File: config.mk
export PLATFORM = sky130hd
export DESIGN_NAME = restoring_div_64_32
export DESIGN_NICKNAME = d
export VERILOG_FILES = /design/src/rtl/restoring_div_64_32.sv
export SDC_FILE = /design/constraint.sdc
export NUM_CORES = 1
export LEC_CHECK = 0
export ABC_AREA = 1
export CORE_MARGIN = 2
export CORE_UTILIZATION = 57
export CTS_BUF_LIST = sky130_fd_sc_hd__clkbuf_2
export DETAILED_ROUTE_END_ITERATION = 8
export GPL_TIMING_DRIVEN = 0
export PLACE_DENSITY = 0.83
export SETUP_SLACK_MARGIN = 0.1
export SYNTH_ARGS = -nofsm -noshare
export SYNTH_HDL_FRONTEND = slang
export SYNTH_SLANG_ARGS = --single-unit
File: constraint.sdc
create_clock -name clk -period 2.7 [get_ports clk]
set_clock_uncertainty 0.1 [all_clocks]
set_input_delay 0.54 -clock clk [delete_from_list [all_inputs] [get_ports clk]]
set_output_delay 0.54 -clock clk [all_outputs]
set_load 0.1 [all_outputs]
File: src/rtl/restoring_div_64_32.sv
// restoring_div_64_32: sequential restoring divider, N-bit dividend / M-bit divisor, one quotient bit per clock
module restoring_div_64_32 #(
  parameter int M = 32,
  parameter int N = 64
) (
  input  logic         clk,
  input  logic         rst_n,
  input  logic         in_valid,
  output logic         in_ready,
  input  logic [N-1:0] A,
  input  logic [M-1:0] B,
  output logic         out_valid,
  input  logic         out_ready,
  output logic [M-1:0] Q,
  output logic [M-1:0] R,
  output logic         div_zero,
  output logic         ovf
);
  typedef enum logic [1:0] {IDLE, CALC, DONE} state_t;
  state_t state, state_n;
  logic [M:0] pr, shv, t;
  logic [M-1:0] sh, b;
  logic [$clog2(M)-1:0] cnt;
  logic acc, bz, of, ge;
  always_ff @(posedge clk or negedge rst_n)
    if (!rst_n) state <= IDLE;
    else state <= state_n;
  always_comb begin
    in_ready = state == IDLE;
    out_valid = state == DONE;
    acc = in_valid && in_ready;
    bz = B == '0;
    of = A[N-1:M] >= B;
    shv = {pr[M-1:0], sh[M-1]};
    ge = shv >= {1'b0, b};
    t = shv - {1'b0, b};
    state_n = state == IDLE ? (acc ? ((bz || of) ? DONE : CALC) : IDLE) :
              state == CALC ? (cnt == '0 ? DONE : CALC) :
              (out_ready ? IDLE : DONE);
  end
  always_ff @(posedge clk or negedge rst_n)
    if (!rst_n) begin
      pr <= '0;
      sh <= '0;
      b <= '0;
      cnt <= '0;
      Q <= '0;
      R <= '0;
      div_zero <= 1'b0;
      ovf <= 1'b0;
    end else if (acc) begin
      b <= B;
      pr <= {1'b0, A[N-1:M]};
      sh <= A[M-1:0];
      cnt <= $bits(cnt)'(M - 1);
      div_zero <= bz;
      ovf <= !bz && of;
      if (bz || of) begin
        Q <= '1;
        R <= bz ? A[M-1:0] : '0;
      end
    end else if (state == CALC) begin
      pr <= ge ? t : shv;
      sh <= sh << 1;
      Q <= {Q[M-2:0], ge};
      cnt <= cnt - 1'b1;
      if (cnt == '0) R <= ge ? t[M-1:0] : shv[M-1:0];
    end
endmodule
==> summary.txt <==
STA
  • Setup ws final: 0.0635 ns
  • Slew HR: 0.356
  • Max-slew violations: 0
  • RSZ-0062 raised after global routing: true
  • Post-layout min period: 2.64 ns
  • Hold WS: 0.0447 ns
  • Crit share post-route: 0.976
  • Final hold vios: 0
  • Count of final setup violators: 0
  • Peak Freq: 379 MHz
  • Slew at the pin closest to its max-slew limit: 0.966 ns

Routing
  • Post-Route WL: 42,700 um
  • DRC: 0
  • Drt wl/cell: 19.1 um
  • Post-DRT Antenna Nets: 0
  • Vias: 12,500
  • DRT Pass-1 Iters: 9
  • Initial drt markers: 1,299
  • Via density: 5.60

Critical path
  • Worst Setup Path Type: reg2reg
  • R2r setup slk: 0.06 ns
  • Crit. End Element: register
  • CP Max Fanout: 6
  • Worst r2r dst: pr[23]
  • FF-to-FF Start: b[8]
  • Crit start category: register
  • CP Data Arrival Time: 3.31 ns
  • Req. time, crit path: 3.37 ns
  • FF-to-FF path depth: 17

Clocking
  • Number of clock sinks: 169
  • H-tree levels: 4
  • CTS tree: built
  • Worst-path clk slew: 0.33 ns
  • CTS Buffer Depth: 2
  • CTS buffer count: 17
  • Root Buffer: clkbuf_2
  • Clk_lat worst skew: 0.84 ns

Logic synthesis
  • Top FF cell, synth: dfrtp_1
  • Synth Cell Area: 11,400 um2
  • Seq cells post-synth: 169
  • Most frequent cells after synthesis: nand2_1 (627), inv_1 (228), dfrtp_1 (169), nand3_1 (164), a21oi_1 (94)
  • Post-synthesis sequential area ratio: 0.372
  • Mean Syn Cell Area: 6.70 um2
  • Post-synth EDFFs: 0
  • Synthesized net count: 1,864
  • Synth top area share: 0.372
  • Main area contributors after synthesis: dfrtp_1 (37%), nand2_1 (21%), inv_1 (7.5%)
  • Asr flop ratio synth: 1.00
  • Top-count cell post-synth: nand2_1
  • Mapped Cells: 1,697
  • Yosys warnings: 0
  • Cell taking the most area after synthesis: dfrtp_1
  • Library cells used by synthesis: 40

Floorplanning
  • Num ports: 168
  • Die W: 145 um
  • Die area: 21,100 um2
  • Initial core utilization: 0.582
  • Core box area: 19,500 um2
  • Row cnt: 51
  • DIE HEIGHT: 145 um

Finish
  • Area delta synth->final: 35.3%
  • Share of layout cells above drive strength 1: 0.204
  • Final nets: 2,123
  • Post-Layout Inst Area: 15,400 um2
  • Non-filler cells, final: 2,235

Global route
  • First-pass GRT wire length: 62,900 um
  • Vias in the first global route: 11,600
  • Grt ovf: 0
  • GRT Util Overall: 0.384
  • Pin count of the biggest net entering global routing: 107
  • Initial antenna violation count: 1

Placed design
  • Post-placement cell area: 13,400 um2
  • Worst Setup Slack post-DPL: -0.932 ns
  • Detailed placer's ending HPWL: 31,500 um
  • GP Congestion: 1.03
  • Port buffer count: 167
  • Cells after DPL: 2,130

Min path
  • Hold Path Class: in2async

Outcome
  • Run status: finished, final reports clean

Flow run
  • Max-Cap Viols: 0
-- metal layers --
metal | vias to the layer above | wire [um] | track usage
met5 | - | 0 | 0
met3 | 115 | 4630 | 0.120
met1 | 5905 | 17500 | 0.519
met4 | 0 | 1540 | 0.133
met2 | 636 | 19000 | 0.586
li1 | 5862 | - | -
-- worst max-delay path by stage --
| stage | startpoint | slack [ns] | depth (start not counted) | to |
|---|---|---|---|---|
| final | b[8] | 0.06 | 17 | pr[23] |
| after detailed placement | B[31] | -0.93 | 14 | R[0] |
| after global placement | rst_n | -5.88 | 1 | sh[29] |
| after CTS | state[0] | 0.09 | 2 | in_ready |
| after global routing | b[8] | 0.01 | 17 | pr[23] |
| after floorplan | state[0] | 0.10 | 8 | R[10] |
-- registers in the layout (all words and copies together) (netlist names) --
register	cells
pr	32
state	2
b	32
R	32
cnt	5
Q	32
div_zero	1
sh	32
ovf	1
-- metrics by stage --
step	utilization	TNS (ns)
floorplan	-	0
global placement	0.685	-1047.32
detailed placement	0.687	-63.78
CTS	0.739	0
global route	0.788	0
finish	0.788	0
-- kinds of logic (layout without fill, tap and decap cells) --
family,count (synthesis),count (layout),share of synthesized area
fa+ha+maj,67,67,0.0744
buf+inv,309,581,0.108
simple gates,940,940,0.343
compound gates,198,198,0.0924
xor+xnor,14,14,0.0108
flops,169,169,0.372
other cells,0,1,0
-- cell type report --
class	count	area, um2
Fill cell	1448	4140
Inverter	245	920
Sequential cell	169	4240
Multi-Input combinational cell	1219	6850
Clock inverter	15	199
Antenna cell	1	2.50
Tap cell	265	332
Buffer	64	357
Clock buffer	17	85.1
Timing Repair Buffer	240	2410
-- what timing repair did --
item	in CTS	in global routing
hold buffers	1	0
hold endpoints to repair	94	0
pin swaps	7	38
buffers inserted	27	41
cloned	2	1
setup endpoints to repair	130	101
resized for setup	287	162
-- critical path, stage by stage, from the launching register on --
cell,delay [ns]
dfrtp_1,0.48
inv_2,0.07
ha_4,0.30
buf_12,0.12
nand2_8,0.06
nor2_4,0.14
nand3_2,0.10
nand3_4,0.11
nand2_2,0.07
nand2_2,0.10
nand2_2,0.08
nand2_4,0.15
buf_6,0.15
clkbuf_16,0.16
nand3_2,0.10
nand2_2,0.13
nand2_1,0.07
nand3_1,0.10
-- placed cells by master, fill, tap and decap left out, drive strengths merged --
cell type      count
nand2            643
inv              250
dfrtp            169
nand3            165
buf              102
clkdlybuf4s50     98
nor2              97
a21oi             95
o21ai             82
ha                66
clkdlybuf4s15     62
clkbuf            55
nand4             13
xor2              13
o21bai            12
nor3              12
clkinv            10
a22o               4
nand3b             3
clkdlybuf4s18      3
nor4               3
o21a               2
diode              1
a21o               1
or3                1
o211ai             1
and3               1
nor3b              1
and2               1
xnor2              1
o22ai              1
fa                 1
dlygate4sd3        1
Power is left out: the tool's default activity adds up to more than one toggle a clock period on the data nets, which glitch-free logic cannot reach.
